<file path="src/rtl/hazard_sched_if.sv">
// ID-stage hazard scheduler bus: decoded operands in, pipeline control and perf counters out.
interface hazard_sched_if #(
  parameter int NREG_W = 6,
  parameter int CNT_W  = 16
);
  logic              id_valid;
  logic [NREG_W-1:0] id_rs;
  logic [NREG_W-1:0] id_rt;
  logic [NREG_W-1:0] id_rd;
  logic              id_use_rs;
  logic              id_use_rt;
  logic              id_reg_write;
  logic              ex_redirect;
  logic              pc_write;
  logic              ifid_flush;
  logic              idex_bubble;
  logic              issue;
  logic [CNT_W-1:0]  stall_count;
  logic [CNT_W-1:0]  flush_count;

  modport master (
    output id_valid, id_rs, id_rt, id_rd, id_use_rs, id_use_rt, id_reg_write, ex_redirect,
    input  pc_write, ifid_flush, idex_bubble, issue, stall_count, flush_count
  );

  modport slave (
    input  id_valid, id_rs, id_rt, id_rd, id_use_rs, id_use_rt, id_reg_write, ex_redirect,
    output pc_write, ifid_flush, idex_bubble, issue, stall_count, flush_count
  );
endinterface

</file>
<file path="src/rtl/hazard_sched.sv">
// Issue scheduler: shift-register scoreboard of in-flight writers, RAW stall and redirect flush,
// plus saturating stall/flush counters.
module hazard_sched_match #(
  parameter int NREG_W = 6
) (
  input  logic              vld,
  input  logic [NREG_W-1:0] rd,
  input  logic [NREG_W-1:0] rs,
  input  logic [NREG_W-1:0] rt,
  output logic              hit_rs,
  output logic              hit_rt
);
  assign hit_rs = vld && (rd == rs);
  assign hit_rt = vld && (rd == rt);
endmodule

module hazard_sched #(
  parameter int NREG_W = 6,
  parameter int DEPTH  = 3,
  parameter int CNT_W  = 16
) (
  input logic           clk,
  input logic           rst_n,
  hazard_sched_if.slave bus
);
  logic [DEPTH-1:0]             vld_pipe;
  logic [DEPTH-1:0][NREG_W-1:0] rd_pipe;
  logic [DEPTH-1:0]             hit_rs, hit_rt;
  logic                         hazard, redirect, stall;
  logic                         ent0_vld;
  logic [CNT_W-1:0]             stall_q, flush_q;

  for (genvar i = 0; i < DEPTH; i++) begin : g_ent
    hazard_sched_match #(.NREG_W(NREG_W)) u_match (
      .vld    (vld_pipe[i]),
      .rd     (rd_pipe[i]),
      .rs     (bus.id_rs),
      .rt     (bus.id_rt),
      .hit_rs (hit_rs[i]),
      .hit_rt (hit_rt[i])
    );
  end

  // No forwarding and no regfile bypass: every tracked stage up to WB blocks readers.
  assign hazard   = bus.id_valid && ((bus.id_use_rs && |hit_rs) || (bus.id_use_rt && |hit_rt));
  assign redirect = bus.ex_redirect;
  assign stall    = hazard && !redirect;
  assign ent0_vld = !redirect && !hazard && bus.id_valid && bus.id_reg_write;

  always_comb begin
    bus.pc_write    = 1'b0;
    bus.ifid_flush  = 1'b1;
    bus.idex_bubble = 1'b1;
    bus.issue       = 1'b0;
    if (rst_n) begin
      if (redirect) begin
        bus.pc_write    = 1'b1;
        bus.ifid_flush  = 1'b1;
        bus.idex_bubble = 1'b1;
      end else if (hazard) begin
        bus.ifid_flush  = 1'b0;
      end else begin
        bus.pc_write    = 1'b1;
        bus.ifid_flush  = 1'b0;
        bus.idex_bubble = !bus.id_valid;
        bus.issue       = bus.id_valid;
      end
    end
  end

  always_ff @(posedge clk or negedge rst_n) begin
    if (!rst_n) begin
      vld_pipe <= '0;
      rd_pipe  <= '0;
    end else begin
      vld_pipe <= {vld_pipe[DEPTH-2:0], ent0_vld};
      rd_pipe  <= {rd_pipe[DEPTH-2:0], bus.id_rd};
    end
  end

  always_ff @(posedge clk or negedge rst_n) begin
    if (!rst_n) begin
      stall_q <= '0;
      flush_q <= '0;
    end else begin
      if (stall && (stall_q != {CNT_W{1'b1}}))    stall_q <= stall_q + 1'b1;
      if (redirect && (flush_q != {CNT_W{1'b1}})) flush_q <= flush_q + 1'b1;
    end
  end

  assign bus.stall_count = stall_q;
  assign bus.flush_count = flush_q;
endmodule

</file>
<file path="src/flat_wrapper.sv">
// flat-port wrapper written by rule: the top's interface ports become plain ports
module hazard_sched_flat 
#(
  parameter int NREG_W = 6,
  parameter int DEPTH  = 3,
  parameter int CNT_W  = 16
)
  (clk, rst_n, bus_id_valid, bus_id_rs, bus_id_rt, bus_id_rd, bus_id_use_rs, bus_id_use_rt, bus_id_reg_write, bus_ex_redirect, bus_pc_write, bus_ifid_flush, bus_idex_bubble, bus_issue, bus_stall_count, bus_flush_count);
  hazard_sched_if #(.NREG_W(NREG_W), .CNT_W(CNT_W)) bus_i ();
  input logic clk;
  input logic rst_n;
  input wire logic [$bits(bus_i.id_valid)-1:0] bus_id_valid;
  input wire logic [$bits(bus_i.id_rs)-1:0] bus_id_rs;
  input wire logic [$bits(bus_i.id_rt)-1:0] bus_id_rt;
  input wire logic [$bits(bus_i.id_rd)-1:0] bus_id_rd;
  input wire logic [$bits(bus_i.id_use_rs)-1:0] bus_id_use_rs;
  input wire logic [$bits(bus_i.id_use_rt)-1:0] bus_id_use_rt;
  input wire logic [$bits(bus_i.id_reg_write)-1:0] bus_id_reg_write;
  input wire logic [$bits(bus_i.ex_redirect)-1:0] bus_ex_redirect;
  output wire logic [$bits(bus_i.pc_write)-1:0] bus_pc_write;
  output wire logic [$bits(bus_i.ifid_flush)-1:0] bus_ifid_flush;
  output wire logic [$bits(bus_i.idex_bubble)-1:0] bus_idex_bubble;
  output wire logic [$bits(bus_i.issue)-1:0] bus_issue;
  output wire logic [$bits(bus_i.stall_count)-1:0] bus_stall_count;
  output wire logic [$bits(bus_i.flush_count)-1:0] bus_flush_count;
  assign bus_i.id_valid = bus_id_valid;
  assign bus_i.id_rs = bus_id_rs;
  assign bus_i.id_rt = bus_id_rt;
  assign bus_i.id_rd = bus_id_rd;
  assign bus_i.id_use_rs = bus_id_use_rs;
  assign bus_i.id_use_rt = bus_id_use_rt;
  assign bus_i.id_reg_write = bus_id_reg_write;
  assign bus_i.ex_redirect = bus_ex_redirect;
  assign bus_pc_write = bus_i.pc_write;
  assign bus_ifid_flush = bus_i.ifid_flush;
  assign bus_idex_bubble = bus_i.idex_bubble;
  assign bus_issue = bus_i.issue;
  assign bus_stall_count = bus_i.stall_count;
  assign bus_flush_count = bus_i.flush_count;
  hazard_sched #(.NREG_W(NREG_W), .DEPTH(DEPTH), .CNT_W(CNT_W)) u_core (.clk(clk), .rst_n(rst_n), .bus(bus_i));
endmodule
</file>
<file path="config.mk">
export PLATFORM = sky130hd
export DESIGN_NAME = hazard_sched_flat
export DESIGN_NICKNAME = d
export VERILOG_FILES = /design/src/rtl/hazard_sched_if.sv /design/src/rtl/hazard_sched.sv /design/src/flat_wrapper.sv
export SDC_FILE = /design/constraint.sdc
export NUM_CORES = 1
export LEC_CHECK = 0
export CAP_MARGIN = 20
export CORE_MARGIN = 5
export CORE_UTILIZATION = 53
export DETAILED_ROUTE_END_ITERATION = 6
export PLACE_DENSITY = 0.85
export RECOVER_POWER = 100
export SYNTH_ARGS = -nofsm -noshare
export SYNTH_HDL_FRONTEND = slang
export SYNTH_SLANG_ARGS = --single-unit
</file>
<file path="constraint.sdc">
create_clock -name clk -period 4.5 [get_ports clk]
set_clock_uncertainty 0.15 [all_clocks]
set_input_delay 0.45 -clock clk [delete_from_list [all_inputs] [get_ports clk]]
set_output_delay 0.45 -clock clk [all_outputs]
set_load 0.05 [all_outputs]
</file>
* Word-level counts from Yosys, hierarchy flattened
Index checks and enable logic that the tools add are counted.
** Storage, ports and cells
- Register bits :: 53
- Word-level logic and storage cells :: 48
- Input port bits :: 25
- Output and inout port bits :: 36
** Cells by class
- Reduce and logical (&&, ||, !) cells :: 21
- $add $sub $neg :: 2
- Equality and inequality tests :: 8
- Muxes and demuxes :: 11
** Operators by type and width (count)
- equality test 6 bit :: 6
- adder 16 x 1 -> 16 bit, second input constant :: 2
- != test 16 bit, second input constant :: 2
- logical AND 1 bit :: 15
- 2-to-1 mux 1 bit :: 11
- OR reduction 3 bit :: 2
- logical NOT 1 bit :: 3
- logical OR 1 bit :: 1

* Longest topological paths before layout
Gate-level depths: netlist (run 1).
- Depth in word-level cells :: 10
- Gate-level depth with buffers :: 8
- Depth with buffers taken out :: 8

* By module
From an unflattened synthesis (run 1), not the netlist that was laid out.
** Second synthesis, totals
- Cells, all modules :: 204
- Area, all modules :: 2523.7 um2
** Modules (own cells, without submodules)
- hazard_sched :: instances 1, cells an instance 156, area each 2095.8 um2, seq. area each 1326.3 um2
- hazard_sched_match :: instances 3, cells an instance 16, area each 142.6 um2, seq. area each 0.0 um2

* Worst setup path before layout (run 1)
No wires, ideal clock.
- Path kind :: in2out
- From :: in bus_id_rt[3]
- To :: out bus_issue
- Setup slack :: 1.742 ns
- Stages :: 8
- Data required time :: 3.900 ns
- Data arrival time :: 2.158 ns
- Path buffers :: 1
- Cells stage by stage :: xnor2_1 > nand4_1 > nor4_1 > o31ai_1 > and2_1 > buf_6 > nand3_1 > inv_1
** On the way
- Cells in the longest elaborated chain, start to end :: 9
- Elaborated cells on any way between the ends :: 13
- Classes of those cells :: eq/ne (3); mux (3); reduce/logical (7)
** RTL lines
- start, declared :: line flat_wrapper.sv:14 : input wire logic [$bits(bus_i.id_rt)-1:0] bus_id_rt;
- equality test 6 bit :: line hazard_sched.sv:14 : assign hit_rt = vld && (rd == rt);
- logical AND 1 bit :: line hazard_sched.sv:14
- OR reduction 3 bit (*) :: line hazard_sched.sv:45 : assign hazard = bus.id_valid && ((bus.id_use_rs && |hit_rs) || (bus.id_use_rt && |hit_rt));
- logical AND 1 bit (*) :: line hazard_sched.sv:45
- logical OR 1 bit (*) :: line hazard_sched.sv:45
- logical AND 1 bit (*) :: line hazard_sched.sv:45
- 2-to-1 mux 1 bit (*) :: line hazard_sched.sv:60 : end else if (hazard) begin
- 2-to-1 mux 1 bit (*) :: line hazard_sched.sv:56 : if (redirect) begin
- 2-to-1 mux 1 bit (*) :: line hazard_sched.sv:55 : if (rst_n) begin
- end, declared :: line flat_wrapper.sv:23 : output wire logic [$bits(bus_i.issue)-1:0] bus_issue;
Every way passes the cells marked *; elsewhere a longest branch is shown, timed or not.

* Worst setup path after layout (run 1)
- From :: in bus_id_rs[4]
- To :: out bus_issue
** On the way
- Cells in the longest elaborated chain, start to end :: 9
- Elaborated cells on any way between the ends :: 13
- Classes of those cells :: eq/ne (3); mux (3); reduce/logical (7)
** RTL lines
- start, declared :: line flat_wrapper.sv:13 : input wire logic [$bits(bus_i.id_rs)-1:0] bus_id_rs;
- equality test 6 bit :: line hazard_sched.sv:13 : assign hit_rs = vld && (rd == rs);
- logical AND 1 bit :: line hazard_sched.sv:13
- OR reduction 3 bit (*) :: line hazard_sched.sv:45
- logical AND 1 bit (*) :: line hazard_sched.sv:45
- logical OR 1 bit (*) :: line hazard_sched.sv:45
- logical AND 1 bit (*) :: line hazard_sched.sv:45
- 2-to-1 mux 1 bit (*) :: line hazard_sched.sv:60
- 2-to-1 mux 1 bit (*) :: line hazard_sched.sv:56
- 2-to-1 mux 1 bit (*) :: line hazard_sched.sv:55
Marked as above.

==> flow_summary.toml, run 1 <==
[timing]
fin_crit_sh_pct = 85.1
fmax_ghz = 0.261
rsz0062_at_grt = "false"
whs_ns = 0.285
worst_slew_pin_slew_ns = 1.59
setup_violations = 0
hold_viol_final = 0
slew_violations = 31
setup-tns-final_ns = 0
relSlewSlack_pct = -6.05
period_needed_ns = 3.83

[critical_path]
critPathLaunchType = "primary input"
cpPeakStageDelay_ns = 0.87
critical_path_required_ns = 3.90
critPathTopFamily = "buffers and inverters"
crit_arrival_ns = 3.23
endpoint_kind = "primary output"
cp_slowest_cell = "dlygate4sd3_1"
crit_path_max_fanout = 8
crit_top_cell = "dlygate4sd3_1"
crit_type = "in -> out"
crit_chain = "dlygate4sd3_1 > xnor2_1 > nand4_1 > nor4_1 > o31ai_1 > and2_0 > nand3_1 > inv_1 > dlygate4sd3_1"
critical_path_buf_inv_count = 3

[clocking]
clkLatencyLatePin_ns = 0.32
clk_pin_slew_ns = 0.09
htreeDepth = 2
cts_setup_buffers = 0
clockRootBuffer = "clkbuf_8"
clockBufferDepth = 2
cts_made_buffers = 5
cts_tree = "built"
cts_sinks = 53

[logic_synthesis]
async_flop_share_pct = 100
syn_avg_cell_area_um2 = 11.4
yosys.area_share.simple_pct = 17.4
synth_edf_count = 0
yosysWarningCount = 0
synth_top_area_share_pct = 54.0
muxShareOfSynthArea_pct = 1.38
syn_area_um2 = 2450
synth_xor_area_share_pct = 22.5
yosys.area.top_type = "dfrtp_1"
synth_compound_area_share_pct = 2.29
synth.distinct_cells = 30
synthAdderAreaFrac_pct = 1.02
syn_nets = 243
seq_area_frac_synth_pct = 54.0
synth_top_family_by_area = "XOR/XNOR gates"
synth-seq-cells = 53
synth.most_common_cell = "dfrtp_1"
synthTopCellsByArea = "dfrtp_1 54%, xnor2_1 14%, xor2_1 8.6%"
synth_ff_type = "dfrtp_1"
synth_commonest_cells = "53 x dfrtp_1, 39 x xnor2_1, 24 x xor2_1"
netlist_instances = 216

[power]
powerDensity_nw_per_um2 = 364
p_leak_uw = 0.00143
ir_worst_vdd_v = 0.000487

[placement]
gp_congestion = 0.862
io_buffers = 60
dp.cells = 327
dpl.hpwl_mm = 4.06

[final_layout]
area_growth_pct = 30.7
multi_input_area_um2 = 1080
ff_latch_area_um2 = 1330
nNetsFinal = 310
diodes = 0
final_cells = 336
nFillCells = 329
drive_above_1_share_pct = 3.52

[die]
rows = 24
fp.dieW_um = 78.1
die_h_um = 78.1
num_io_pins = 61
start_util_pct = 55.6
core-area_um2 = 4410
die_area_um2 = 6090

[route]
drcViolationCount = 0
wl_mm = 5.41
drtIter0Drc = 198
ant_nets = 0
via_count = 1845
routedWlPerCell_um = 16.1
first_pass_iters = 4
viasPerCell = 5.49

[global_routing]
antenna_found_initial = 0
grt_use_total_pct = 18.9
grt_max_degree = 31
overflow = 0
grt_pass1_wl_mm = 9.30
grt_pass1_vias = 1940

[hold_path]
hp-class = "reg -> reg"

[run_status]
status = "finished, violations left"
violations = "capacitance limit, slew limit"

[run]
maxCapViolCount = 1
[layout by cell type (no fill, tap or decap), types with 2 or more instances in the layout]
cell type / synthesis / layout
ha_1: 2 / 2
clkbuf_8: 0 / 5
mux2_1: 3 / 3
inv_1: 4 / 5
nor3_1: 4 / 4
nor4_1: 7 / 7
and3_1: 3 / 3
dfrtp_1: 53 / 53
dlygate4sd3_1: 0 / 44
o31ai_1: 2 / 2
nand2b_1: 3 / 3
nand4_1: 10 / 10
nor2_1: 9 / 9
nand2_1: 14 / 15
nand3_1: 21 / 21
xnor2_1: 39 / 39
a21oi_1: 4 / 4
xor2_1: 24 / 24
clkdlybuf4s50_1: 0 / 16
[where the power goes]
part / internal, µW / switching [µW]
logic: 100 / 177
clock network: 167 / 165
registers: 514 / 44.0
[state kept, by name, summed over array words and instances (netlist names)]
| register | flops |
|---|---|
| u_core.bus.stall_count | 16 |
| u_core.vld_pipe | 3 |
| u_core.bus.flush_count | 16 |
| u_core.rd_pipe | 18 |
[final cells by class]
class / instances / area share [%]
well taps: 52 / 2.03
clock buffers: 5 / 2.15
multi-input cells: 156 / 33.5
clock inverters: 3 / 1.37
inverters: 5 / 0.585
repair buffers: 62 / 19.0
flip-flops and latches: 53 / 41.3
[worst paths after layout]
| kind | from | end | slack, ns | cells after the start |
|---|---|---|---|---|
| worst max register to register | u_core.rd_pipe[10] | u_core.bus.stall_count[1] | 1.95 | 6 |
| worst max-delay path | bus_id_rs[4] | bus_issue | 0.67 | 9 |
| worst min register to register | u_core.vld_pipe[1] | u_core.vld_pipe[2] | 0.28 | 0 |
| max in group asynchronous | rst_n | u_core.rd_pipe[17] | 1.81 | 3 |
| worst min-delay path | u_core.vld_pipe[1] | u_core.vld_pipe[2] | 0.28 | 0 |
| min in group asynchronous | rst_n | u_core.rd_pipe[16] | 0.52 | 2 |
[worst reg2reg max path: stages, from the launching register on]
cell	delay, ns
dfrtp_1	0.43
xnor2_1	0.19
nand4_1	0.13
nor4_1	0.25
o31ai_1	0.14
a21oi_1	0.77
mux2_1	0.38
[stage by stage]
step           cell area (µm²)  power, µW  utilization, %  setup WS, ns
6_report                  3210       1170            72.7         0.671
3_3_place_gp              3110        852            70.4         0.933
2_1_floorplan             2450        738               -          1.74
4_1_cts                   3230       1190            73.2         0.836
3_5_place_dp              3110        860            70.4         0.857
5_1_grt                   3210       1220            72.7         0.457
[logic make-up (layout without fill, tap and decap cells)]
logic type / count (synthesis) / count (layout)
and+or+nand+nor: 79 / 79
xor gates and xnor gates: 63 / 63
adders and majority gates: 2 / 2
AOI/OAI and AO/OA: 9 / 9
muxes: 3 / 3
buffers and inverters: 7 / 75
DFF: 53 / 53
[per-layer routing]
layer  GRT usage (%)  wire length [µm]  up-vias
li1                -                 -      883
met1            26.4              2470      897
met2            29.2              2580       58
met3            5.26               301        7
met4            5.07                62        0
met5               0                 0        -
[repair_timing]
item,CTS,global route
endpoints found under the hold margin,18,0
gates resized for setup,0,0
endpoints found under the setup margin,0,0
hold buffers,1,0
(Power assumes the default switching activity.)
==> run 2: changes to the inputs <==
--- a/config.mk
+++ b/config.mk
@@ -6,7 +6,7 @@
 export NUM_CORES = 1
 export LEC_CHECK = 0
 export CAP_MARGIN = 20
-export CORE_MARGIN = 5
+export CORE_MARGIN = 2
 export CORE_UTILIZATION = 53
 export DETAILED_ROUTE_END_ITERATION = 6
 export PLACE_DENSITY = 0.85
==> flow_summary.toml, run 2 (synthesis results as in run 1) <==
[clocking]
clockRootBuffer = "clkbuf_8"
cts_resized = 0
cts_setup_buffers = 0
holdBufCountCts = 0
cts_made_buffers = 5
clockBufferDepth = 2
cts_sinks = 53
htreeDepth = 2
clkLatencyLatePin_ns = 0.30
cts_tree = "built"
clk_pin_slew_ns = 0.09

[route]
viasPerCell = 5.42
via_count = 1809
first_pass_iters = 4
ant_nets = 0
wl_mm = 4.96
routedWlPerCell_um = 14.9
drtIter0Drc = 106
drcViolationCount = 0

[final_layout]
area_growth_pct = 30.0
multi_input_area_um2 = 1080
nNetsFinal = 309
nFillCells = 331
drive_above_1_share_pct = 2.84
final_common_cell = "dfrtp_1"
largest_register_ffs = 18
diodes = 0
max_flop_register = "u_core.rd_pipe"
final_cell_mix = "53 x dfrtp_1, 43 x dlygate4sd3_1, 39 x xnor2_1"
final_cells = 334
ff_latch_area_um2 = 1330

[die]
start_util_pct = 55.6
fp.dieW_um = 72.1
die_area_um2 = 5190
core-area_um2 = 4410
die_h_um = 72.1
rows = 24
num_io_pins = 61

[run_status]
violations = "capacitance limit, slew limit"
status = "finished, violations left"

[critical_path]
crit_type = "in -> out"
reg2reg_from = "u_core.rd_pipe[1]"
critical_path_required_ns = 3.90
crit_arrival_ns = 3.20
endpoint_kind = "primary output"
crit_path_max_fanout = 8
startpoint = "bus_id_rs[1]"
critPathLaunchType = "primary input"
r2r_slack_ns = 2.05
timing.rr.end = "u_core.bus.stall_count[1]"
reg2reg_depth = 6

[timing]
setup_violations = 0
whs_ns = 0.273
setup-tns-final_ns = 0
relSlewSlack_pct = -1.71
hold_viol_final = 0
slew_violations = 31
worst_slew_pin_slew_ns = 1.53
fmax_ghz = 0.263
fin_crit_sh_pct = 84.4
period_needed_ns = 3.80
rsz0062_at_grt = "false"

[global_routing]
grt_use_total_pct = 21.0
grt_pass1_vias = 1830
grt_pass1_wl_mm = 8.31
antenna_found_initial = 0
overflow = 0
grt_max_degree = 31

[power]
ir_worst_vdd_v = 0.000373
p_leak_uw = 0.00142
powerDensity_nw_per_um2 = 359

[placement]
io_buffers = 60
gp_congestion = 0.868
dp.cells = 327
dpl.hpwl_mm = 3.79

[hold_path]
hp-start = "u_core.vld_pipe[0]"
hp-class = "reg -> reg"
hold_depth = 0
holdPathEnd = "u_core.vld_pipe[1]"

[run]
maxCapViolCount = 1
## run 2: cell types whose count changed in the layout (fill, tap and decap cells not counted), sizes merged
cell         change
clkbuf           +1
dlygate4sd3      -1
buf              -1
clkinv           -1
## run 2: metrics by stage
stage | utilization (%) | worst slack, ns | area (µm²) | total power [µW]
after floorplan | - | 1.74 | 2450 | 738
after detailed placement | 70.4 | 0.866 | 3110 | 853
final | 72.3 | 0.702 | 3190 | 1150
after CTS | 72.8 | 0.858 | 3210 | 1170
after global routing | 72.3 | 0.549 | 3190 | 1200
after global placement | 70.4 | 0.919 | 3110 | 850
## run 2: layout make-up
class	instances	share of cell area [%]
flip-flops and latches	53	41.6
multi-input cells	156	33.7
repair buffers	61	18.7
clock buffers	5	2.16
well taps	52	2.04
clock inverters	2	1.22
inverters	5	0.588
## run 2: metal layers
layer  track usage, %  wire length [µm]  vias up
met1             28.6              2230      879
met4             9.01                51        0
met2             32.6              2400       52
met5                0                 0        -
met3             4.86               286        5
li1                 -                 -      873
## run 2: how the worst max path moves through the flow
stage                     slack, ns   endpoint  depth (start not counted)
after global routing           0.55  bus_issue                          8
final                          0.70  bus_issue                          9
after CTS                      0.86  bus_issue                          8
after global placement         0.92  bus_issue                          9
after detailed placement       0.87  bus_issue                          8
after floorplan                1.74  bus_issue                          8
## run 2: power breakdown
group	internal, µW	leakage (µW)	total, µW	switching, µW
clock network	165	0.0000546	317	153
logic	98.8	0.000683	272	173
registers	514	0.000686	557	43.1
total	778	0.00142	1150	368
## run 2: critical path: stages
cell	delay [ns]
dlygate4sd3_1	0.60
xnor2_1	0.15
nand4_1	0.11
nor4_1	0.06
o31ai_1	0.31
and2_0	0.40
nand3_1	0.14
inv_1	0.10
dlygate4sd3_1	0.87
